[src/rtl/uart_tx_parity_if.sv]
// Byte handshake between an upstream producer and the uart_tx_parity serialiser.
interface uart_tx_parity_if;
   logic       i_tx_dv;
   logic [7:0] i_tx_data;
   logic       o_tx_ready;

   modport master (output i_tx_dv, output i_tx_data, input  o_tx_ready);
   modport slave  (input  i_tx_dv, input  i_tx_data, output o_tx_ready);
endinterface

[src/rtl/uart_tx_parity.sv]
// UART transmitter: start, 8 data LSB-first, even parity, stop (8E1) at CLK_PER_BIT clocks/bit.
// Define UART_TX_PARITY_EN for the 8E1 frame; leave it undefined for a plain 8N1 frame.
module uart_tx_parity #(
   parameter int CLK_PER_BIT = 87
) (
   input  logic            clk,
   input  logic            reset,
   uart_tx_parity_if.slave tx,
   output logic            o_tx_serial,
   output logic            o_tx_active,
   output logic            o_tx_done
);

   localparam logic [15:0] LAST = 16'(CLK_PER_BIT - 1);

   typedef enum logic [2:0] {
      IDLE   = 3'd0,
      START  = 3'd1,
      DATA   = 3'd2,
`ifdef UART_TX_PARITY_EN
      PARITY = 3'd3,
`endif
      STOP   = 3'd4
   } state_t;

   state_t      state, state_d;
   logic [15:0] cnt, cnt_d;
   logic [2:0]  idx, idx_d;
   logic [7:0]  shift, shift_d;
   logic        serial_d, done_d;
   logic        last;
`ifdef UART_TX_PARITY_EN
   logic        par, par_d;
`endif

   always_ff @(posedge clk) begin
      if (reset) begin
         state       <= IDLE;
         cnt         <= '0;
         idx         <= '0;
         shift       <= '0;
         o_tx_serial <= 1'b1;
         o_tx_done   <= 1'b0;
`ifdef UART_TX_PARITY_EN
         par         <= 1'b0;
`endif
      end else begin
         state       <= state_d;
         cnt         <= cnt_d;
         idx         <= idx_d;
         shift       <= shift_d;
         o_tx_serial <= serial_d;
         o_tx_done   <= done_d;
`ifdef UART_TX_PARITY_EN
         par         <= par_d;
`endif
      end
   end

   assign last          = (cnt == LAST);
   assign tx.o_tx_ready = (state == IDLE);
   assign o_tx_active   = (state != IDLE);

   always_comb begin
      state_d  = state;
      cnt_d    = cnt;
      idx_d    = idx;
      shift_d  = shift;
      done_d   = 1'b0;
      serial_d = 1'b1;
`ifdef UART_TX_PARITY_EN
      par_d    = par;
`endif
      case (state)
         IDLE: begin
            if (tx.i_tx_dv) begin
               state_d = START;
               shift_d = tx.i_tx_data;
               cnt_d   = '0;
`ifdef UART_TX_PARITY_EN
               par_d   = ^tx.i_tx_data;
`endif
            end
         end
         START: begin
            if (last) begin
               state_d = DATA;
               cnt_d   = '0;
               idx_d   = '0;
            end else begin
               cnt_d = cnt + 16'd1;
            end
         end
         DATA: begin
            if (last) begin
               cnt_d = '0;
               if (idx == 3'd7) begin
                  idx_d = '0;
`ifdef UART_TX_PARITY_EN
                  state_d = PARITY;
`else
                  state_d = STOP;
`endif
               end else begin
                  idx_d   = idx + 3'd1;
                  shift_d = {1'b0, shift[7:1]};
               end
            end else begin
               cnt_d = cnt + 16'd1;
            end
         end
`ifdef UART_TX_PARITY_EN
         PARITY: begin
            if (last) begin
               state_d = STOP;
               cnt_d   = '0;
            end else begin
               cnt_d = cnt + 16'd1;
            end
         end
`endif
         STOP: begin
            if (last) begin
               state_d = IDLE;
               cnt_d   = '0;
               done_d  = 1'b1;
            end else begin
               cnt_d = cnt + 16'd1;
            end
         end
         default: begin
            state_d = IDLE;
            cnt_d   = '0;
            idx_d   = '0;
         end
      endcase

      // The line is registered, so drive it from the state being entered.
      case (state_d)
         START:   serial_d = 1'b0;
         DATA:    serial_d = shift_d[0];
`ifdef UART_TX_PARITY_EN
         PARITY:  serial_d = par_d;
`endif
         default: serial_d = 1'b1;
      endcase
   end

endmodule
[src/flat_wrapper.sv]
// flat-port wrapper written by rule: the top's interface ports become plain ports
module uart_tx_parity_flat 
#(
   parameter int CLK_PER_BIT = 87
)
  (clk, reset, o_tx_serial, o_tx_active, o_tx_done, tx_i_tx_dv, tx_i_tx_data, tx_o_tx_ready);
  uart_tx_parity_if tx_i ();
  input  logic clk;
  input  logic reset;
  output logic o_tx_serial;
  output logic o_tx_active;
  output logic o_tx_done;
  input wire logic [$bits(tx_i.i_tx_dv)-1:0] tx_i_tx_dv;
  input wire logic [$bits(tx_i.i_tx_data)-1:0] tx_i_tx_data;
  output wire logic [$bits(tx_i.o_tx_ready)-1:0] tx_o_tx_ready;
  assign tx_i.i_tx_dv = tx_i_tx_dv;
  assign tx_i.i_tx_data = tx_i_tx_data;
  assign tx_o_tx_ready = tx_i.o_tx_ready;
  uart_tx_parity #(.CLK_PER_BIT(CLK_PER_BIT)) u_core (.clk(clk), .reset(reset), .tx(tx_i), .o_tx_serial(o_tx_serial), .o_tx_active(o_tx_active), .o_tx_done(o_tx_done));
endmodule
[config.mk]
export PLATFORM = sky130hd
export DESIGN_NAME = uart_tx_parity_flat
export DESIGN_NICKNAME = d
export VERILOG_FILES = /design/src/rtl/uart_tx_parity_if.sv /design/src/rtl/uart_tx_parity.sv /design/src/flat_wrapper.sv
export SDC_FILE = /design/constraint.sdc
export NUM_CORES = 1
export LEC_CHECK = 0
export CORE_UTILIZATION = 55
export DETAILED_ROUTE_END_ITERATION = 8
export HOLD_SLACK_MARGIN = 0.12
export PLACE_DENSITY = 0.77
export SETUP_SLACK_MARGIN = 0.2
export SLEW_MARGIN = 20
export SYNTH_ARGS = -nofsm -noshare
export SYNTH_HDL_FRONTEND = slang
export SYNTH_SLANG_ARGS = --single-unit
[constraint.sdc]
create_clock -name clk -period 2.53 [get_ports clk]
set_input_delay 0.506 -clock clk [delete_from_list [all_inputs] [get_ports clk]]
set_output_delay 0.506 -clock clk [all_outputs]
set_load 0.05 [all_outputs]
* Word level (Yosys, flattened, before mapping)
Index checks and enable logic that the tools add are counted.
Widths: inputs -> output; s select.
** Cells by class
- Multiplexer cells :: 19
- Add/subtract/negate cells :: 2
- Bitwise operators :: 2
- Equality and inequality tests :: 11
- Reductions and logical operators :: 8
** Operators by type and width (number)
- $mux 16 :: 2
- $pmux 16 s2 :: 1
- $mux 3 :: 8
- $mux 8 :: 3
- $add 16x1->16 const B :: 1
- $eq 16x7->1 const B :: 1
- $pmux 8 s2 :: 1
- $pmux 3 s4 :: 1
- $pmux 3 s3 :: 1
- $eq 3x1->1 const B :: 2
- $eq 3x2->1 const B :: 2
- $eq 3x3->1 const B :: 2
- $ne 2x1->1 const B :: 2
- $ne 2x2->1 const B :: 2
- $reduce_and 4->1 :: 1
- $reduce_or 2->1 :: 2
- $add 3x1->3 const B :: 1
- $logic_not 3->1 :: 1
- $reduce_and 3->1 :: 1
- $reduce_bool 3->1 :: 1
- $reduce_or 3->1 :: 1
- $not 1->1 :: 2
- $pmux 1 s2 :: 1
- $reduce_bool 2->1 :: 1
- $mux 1 :: 1
** Storage, ports and cells
- Output and inout port bits :: 4
- Input bits :: 11
- Flip-flop bits (word level) :: 32

* Depth between registers and ports, before layout
Gate-level depths: netlist of run 1.
- Word-level depth :: 6
- Depth in mapped cells :: 10
- Mapped depth without buffers :: 8

* Worst setup path after synthesis of run 1
OpenSTA, ideal clock, no wires.
- Path type :: reg-to-reg
- Start point :: register u_core.cnt[0]
- End point :: register u_core.o_tx_serial
- Path slack :: 0.561 ns
- Arrival :: 1.842 ns
- Clock period less this slack :: 1.969 ns
- Required time :: 2.403 ns
- Cell stages (with the launch flop) :: 10
- Cell sequence :: dfxtp_1 -> inv_1 -> ha_1 -> and4b_1 -> and4_1 -> buf_6 -> and2_4 -> a221oi_4 -> a31oi_1 -> or3_1
** On the way
- Cells in the longest elaborated chain, start to end :: 5
** Ends and longest elaborated chain
- start: declaration :: RTL line uart_tx_parity.sv:27 : logic [15:0] cnt, cnt_d;
- start signal: assignment :: RTL line uart_tx_parity.sv:49 : cnt <= cnt_d;
- $eq 16x7->1 * :: RTL line uart_tx_parity.sv:60 : assign last = (cnt == LAST);
- $mux 3 (on tied branches) :: RTL line uart_tx_parity.sv:123, uart_tx_parity.sv:95, uart_tx_parity.sv:86
- $pmux 3 s4 :: RTL line uart_tx_parity.sv:74 : case (state)
- $eq 3x2->1 / $eq 3x1->1 (equally long branches) :: RTL line uart_tx_parity.sv:139 : case (state_d)
- $pmux 1 s2 * :: RTL line uart_tx_parity.sv:139
- end signal: assignment :: RTL line uart_tx_parity.sv:52 : o_tx_serial <= serial_d;
- end: declaration :: RTL line uart_tx_parity.sv:9 : output logic o_tx_serial,
Mark *: on every way between the ends. The rest lies on a longest branch, timed or not. The select of a mux whose other input is x is not followed.
A chain may end at the register's enable or synchronous reset.

* Worst setup path after layout of run 1
Same ends and word-level chain as after synthesis.

==> flow_metrics.py, run 1 <==
metrics = {
    "routing": {
        "wire_per_inst_microns": 12.89,
        "drtIter0Drc": 30,
        "drt-pass1-iter-count": 4,
        "drt-total-wl_mm": 2.952,
        "vias": 1292,
        "routed_via_density": 5.642,
        "ant_nets": 0,
        "drcViolationCount": 0,
    },
    "layout": {
        "num-fill-cells": 202,
        "fin_nets": 214,
        "utilization_pct": 69.76,
        "final_layout_size_suffix_gt1_share_pct": 11.06,
        "antenna_cells": 0,
        "multi_input_area_sq_um": 862.1,
        "seqCellArea_sq_um": 640.6,
        "syn_to_final_growth_pct": 15.61,
    },
    "synth": {
        "async_flop_share_pct": 0,
        "ys_ff_latch": 32,
        "ys_warn_count": 0,
        "synth_nets": 196,
        "ys_types": 40,
        "synth_cells": 181,
        "seq_area_frac_synth_pct": 40.99,
        "synth_area_leader_cell": "dfxtp_1",
        "synthDominantCellAreaShare_pct": 40.99,
        "synth_most_common_cell": "dfxtp_1",
        "ys.flop_type": "dfxtp_1",
        "synth-edff-count": 0,
        "ys_top_cells_by_count": "dfxtp_1, nor2_1, nand2_1",
        "synth_area_per_cell_sq_um": 8.634,
        "syn_area_sq_mm": 0.001563,
        "yosys-top-cells-area": "dfxtp_1, nor2_1, xor2_1",
    },
    "critical_path": {
        "critPathSlowestCell": "dfxtp_1",
        "r2r_cells": 8,
        "cp.required_ns": 2.75,
        "end_kind": "flip-flop",
        "crit_path_max_fanout": 11,
        "reg2reg_from": "u_core.cnt[0]",
        "crit_chain": "inv_1 -> ha_1 -> and4b_1 -> and4_1 -> and2_4 -> a221oi_4 -> a31oi_1 -> or3_1",
        "crit_type": "flip-flop to flip-flop",
        "critPathArrivalTime_ns": 2.42,
        "startpoint_type": "flip-flop",
        "crit_start": "u_core.cnt[0]",
        "slowest_delay_ns": 0.41,
    },
    "power_and_ir_drop": {
        "total_power_mw": 0.9450,
        "swShare_pct": 24.05,
        "vdd_ir_drop_max_uv": 423.9,
        "p_sw_mw": 0.2273,
        "comb_power_share_pct": 10.6,
        "p_int_mw": 0.7177,
        "clockPowerShare_pct": 34.2,
        "power_density_mw_per_mm2": 523.1,
        "p_leak_nw": 0.6707,
        "power_frac_seq_pct": 55.2,
    },
    "place": {
        "dpl.hpwl_mm": 2.068,
        "io_buffers": 14,
        "place.gp.congestion": 0.7971,
    },
    "floorplan": {
        "dieArea_sq_mm": 0.003059,
        "io_pins": 15,
        "chipHeight_microns": 55.31,
        "floorplan.initialDensity_pct": 60.34,
        "fp.dieW_microns": 55.31,
        "num_rows": 18,
        "coreArea_sq_mm": 0.002590,
    },
    "sta": {
        "finalCriticalPeriod_ns": 2.194,
        "setup_viol": 0,
        "finalClockSkew_ns": 0.009003,
        "rsz0062_at_grt": "no",
        "min_period_over_period_pct": 86.70,
        "slew_headroom_pct": 67.50,
        "hold_viol": 0,
        "tns_ns": 0,
        "worst_slew_pin_slew_ns": 0.4860,
        "drv_slew": 0,
        "fmax_mhz": 455.9,
        "fin_hold_ws_ns": 0.4622,
    },
    "job": {
        "cap_violations": 0,
    },
    "global_routing": {
        "grt_max_degree": 15,
        "overflow": 0,
        "antenna_found_initial": 0,
        "grt_pass1_vias": 1105,
        "grtUsageTotal_pct": 20.07,
        "grt_first_pass_wirelength_mm": 4.899,
    },
    "clock_tree": {
        "clk_path_buf_depth": 2,
        "cts_tree": "built",
        "cts_sinks": 32,
        "clk_latency_ns": 0.33,
        "post_cts_buffers": 0,
        "htreeDepth": 2,
        "root_buffer": "clkbuf_4",
        "cts_buffers": 5,
        "clkTransAtPathRegs_ns": 0.09,
    },
    "worst_hold_path": {
        "hold_class": "flip-flop to flip-flop",
        "min_from": "u_core.shift[2]",
        "hold-path-cell-count": 2,
    },
    "outcome": {
        "status": "finished clean",
    },
}
routing by layer:
layer / global-route usage (%) / routed length [microns]
met5: 0 / 0
met3: 6.557 / 132
met1: 27.30 / 1495
met4: 4.286 / 15
met2: 31.15 / 1309
power by group through the flow:
stage               combinational [mW]  sequential (mW)  clock (mW)
floorplan                       0.0581            0.536           0
global placement                0.0981            0.533           0
detailed placement               0.100            0.533           0
CTS                             0.0995            0.522       0.333
global route                     0.109            0.523       0.352
finish                           0.100            0.522       0.323
through the flow:
step                      std cells  setup WS [ns]  cell area [sq um]
after global placement          222         0.2998               1744
after floorplan                 181         0.5610               1563
after global routing            229         0.2046               1807
final                           229         0.3365               1807
after CTS                       229         0.3594               1807
after detailed placement        222         0.2886               1744
cell usage in the layout (no fill, tap or decap), drive strengths merged, types with 4 or more instances in the layout:
cell type      instances
xor2                  10
a22oi                  7
ha                     4
dfxtp                 32
clkbuf                 7
nand2                 16
clkdlybuf4s50         12
nor3                   4
nor2                  26
inv                    5
xnor2                  4
nor2b                  5
a21oi                 14
nand3                  7
nand4                  5
buf                    6
state kept, by name (all words and copies together), names as in the netlist:
signal,count
u_core.cnt,16
u_core.idx,3
u_core.o_tx_done,1
u_core.o_tx_serial,1
u_core.shift,8
u_core.state,3
critical path, delay by kind of cell (launching register included):
kind	cells	cell delay, ns
AND/OR/NAND/NOR	4	1.02
flip-flops	1	0.41
adder cells (fa/ha/maj)	1	0.20
AO/OA/AOI/OAI	2	0.37
buffers and inverters	1	0.09
kinds of logic after synthesis:
| group | count (synthesis) | synth area share [%] |
|---|---|---|
| xor+xnor | 14 | 7.846 |
| flops | 32 | 40.99 |
| fa+ha+maj | 4 | 3.203 |
| simple gates | 84 | 28.66 |
| compound gates | 32 | 14.41 |
| buf+inv | 14 | 4.243 |
| mux | 1 | 0.6405 |
timing repair:
| item | 4_1_cts | 5_1_grt |
|---|---|---|
| gates resized for setup | 2 | 0 |
| hold buffers | 0 | 0 |
| setup endpoints to repair | 2 | 0 |
cell type report:
class,count,share of cell area (%)
multi-input combinational,135,47.71
timing repair buffer,20,10.11
clock buffer,7,3.601
tap,30,2.078
inverter,5,1.039
sequential,32,35.46
final timing paths:
check,slack (ns),endpoint
max reg2reg,0.34,u_core.o_tx_serial
min reg2reg,0.46,u_core.shift[2]
min,0.46,u_core.shift[2]
max,0.34,u_core.o_tx_serial
(Power assumes the default switching activity.)
==> run 2: changes to the inputs <==
--- a/config.mk
+++ b/config.mk
@@ -5,10 +5,10 @@
 export SDC_FILE = /design/constraint.sdc
 export NUM_CORES = 1
 export LEC_CHECK = 0
-export CORE_UTILIZATION = 55
+export CORE_UTILIZATION = 24
+export CTS_CLUSTER_SIZE = 30
 export DETAILED_ROUTE_END_ITERATION = 8
 export HOLD_SLACK_MARGIN = 0.12
-export PLACE_DENSITY = 0.77
 export SETUP_SLACK_MARGIN = 0.2
 export SLEW_MARGIN = 20
 export SYNTH_ARGS = -nofsm -noshare
==> run 2 against run 1 <==
Via count fell by 0.70%; clock power rose by 25%; non-clock buffer count did not move; clock-buffer cell count fell by 1; fmax rose by 0.77%; die area rose by 120%; sequential share of layout area fell by 1.7 points; register-to-register slack improved by 0.02 ns; combinational power barely moved; critical path depth did not move; cell area rose by 5.1%; core utilization fell by 40 points; critical endpoint unchanged; largest cell class unchanged.
==> flow_metrics.py, run 2 (synthesis results as in run 1) <==
metrics = {
    "floorplan": {
        "coreArea_sq_mm": 0.006314,
        "dieArea_sq_mm": 0.006838,
        "fp.dieW_microns": 82.70,
        "io_pins": 15,
        "chipHeight_microns": 82.70,
        "floorplan.initialDensity_pct": 24.75,
        "num_rows": 29,
    },
    "routing": {
        "drtIter0Drc": 83,
        "ant_nets": 0,
        "routed_via_density": 4.632,
        "drt-total-wl_mm": 3.028,
        "vias": 1283,
        "wire_per_inst_microns": 10.93,
        "drt-pass1-iter-count": 4,
        "drcViolationCount": 0,
    },
    "sta": {
        "worst_slew_pin_slew_ns": 0.5868,
        "drv_slew": 0,
        "min_period_over_period_pct": 86.04,
        "finalCriticalPeriod_ns": 2.177,
        "finalClockSkew_ns": 0.007269,
        "fmax_mhz": 459.4,
        "tns_ns": 0,
        "hold_viol": 0,
        "slew_headroom_pct": 60.88,
        "rsz0062_at_grt": "no",
        "setup_viol": 0,
    },
    "global_routing": {
        "antenna_found_initial": 0,
        "grtUsageTotal_pct": 10.29,
        "grt_pass1_vias": 1104,
        "overflow": 0,
        "grt_first_pass_wirelength_mm": 5.161,
        "grt_max_degree": 18,
    },
    "critical_path": {
        "startpoint_type": "flip-flop",
        "crit_path_max_fanout": 11,
        "critPathArrivalTime_ns": 2.34,
        "cp.required_ns": 2.70,
        "crit_type": "flip-flop to flip-flop",
        "reg2reg_slack_ns": 0.35,
        "end_kind": "flip-flop",
    },
    "layout": {
        "final_common_cell": "dfxtp_1",
        "num-fill-cells": 686,
        "largest_reg_flops": 16,
        "fin_nets": 214,
        "top_regs": "u_core.cnt x16, u_core.shift x8",
        "final_layout_size_suffix_gt1_share_pct": 12.50,
        "layout_common_cells": "dfxtp_1, nor2_1, nand2_1",
        "final_cells": 277,
        "regMostFlops": "u_core.cnt",
        "syn_to_final_growth_pct": 21.54,
        "antenna_cells": 0,
    },
    "place": {
        "dpl.hpwl_mm": 2.117,
        "io_buffers": 14,
        "dp_cells": 269,
        "place.gp.congestion": 0.7633,
    },
    "clock_tree": {
        "post_cts_buffers": 0,
        "cts_sinks": 32,
        "clkTransAtPathRegs_ns": 0.07,
        "cts_hold_buf": 0,
        "root_buffer": "clkbuf_8",
        "htreeDepth": 2,
        "clk_latency_ns": 0.29,
        "clk_path_buf_depth": 2,
        "cts_buffers": 5,
        "cts_tree": "built",
        "cts_resized": 1,
    },
    "power_and_ir_drop": {
        "power_density_mw_per_mm2": 540.5,
        "vdd_ir_drop_max_uv": 259.0,
        "p_leak_nw": 0.6906,
    },
    "job": {
        "cap_violations": 0,
    },
    "worst_hold_path": {
        "hold_class": "flip-flop to flip-flop",
    },
    "outcome": {
        "status": "finished clean",
    },
}
==> run 2: cell count changes in the layout (fill, tap and decap cells not counted), sizes merged <==
| cell | previous run | this run |
|---|---|---|
| dlymetal6s2s | 0 | 1 |
| dlygate4sd2 | 2 | 0 |
| buf | 6 | 7 |
| clkinv | 0 | 2 |
| clkbuf | 7 | 6 |
==> run 2: worst paths after layout <==
path	cells past startpoint	endpoint	startpoint
worst min-delay path	2	u_core.shift[4]	u_core.shift[4]
worst max register to register	8	u_core.o_tx_serial	u_core.cnt[0]
worst max-delay path	8	u_core.o_tx_serial	u_core.cnt[0]
worst min register to register	2	u_core.shift[4]	u_core.shift[4]
==> run 2: layout make-up <==
class	count	area (sq um)	share of cell area [%]
clock buffer	6	82.58	4.348
tap	77	96.34	5.072
sequential	32	640.6	33.73
inverter	5	18.77	0.9881
timing repair buffer	20	185.2	9.750
multi-input combinational	135	865.8	45.59
clock inverter	2	10.01	0.5270
==> run 2: metrics by stage <==
step / util (%) / instance area, sq um / total power [mW] / hold WS, ns / worst slack [ns]
after CTS: 30.04 / 1897 / 1.040 / 0.4591 / 0.2357
after detailed placement: 28.52 / 1800 / 0.6326 / 0.4493 / 0.1856
after global routing: 30.08 / 1899 / 1.079 / 0.4863 / 0.2252
after global placement: 28.52 / 1800 / 0.6319 / 0.4447 / 0.2032
final: 30.08 / 1899 / 1.027 / 0.4534 / 0.3532
after floorplan: - / 1563 / 0.5943 / 0.4360 / 0.5610
==> run 2: where the power goes <==
| group | internal [mW] | leakage [nW] | switching, mW |
|---|---|---|---|
| Combinational | 0.0455 | 0.380 | 0.0532 |
| Sequential | 0.515 | 0.260 | 0.00804 |
| Clock | 0.217 | 0.0510 | 0.188 |
| Total | 0.777 | 0.691 | 0.249 |
==> run 2: per-layer routing <==
metal	track usage, %	share of wire [%]	routed length [microns]	vias up
met1	13.75	52	1567	589
met2	14.18	42	1278	19
met5	0	0	0	-
met4	4.138	1.7	50	0
met3	4.615	4.3	131	6
li1	-	-	-	669
==> run 2: critical path: stages, from the launching register on <==
cell	delay [ns]
dfxtp_1	0.40
inv_1	0.08
ha_1	0.19
and4b_1	0.19
and4_1	0.28
and2_4	0.25
a221oi_4	0.25
a31oi_1	0.10
or3_1	0.31
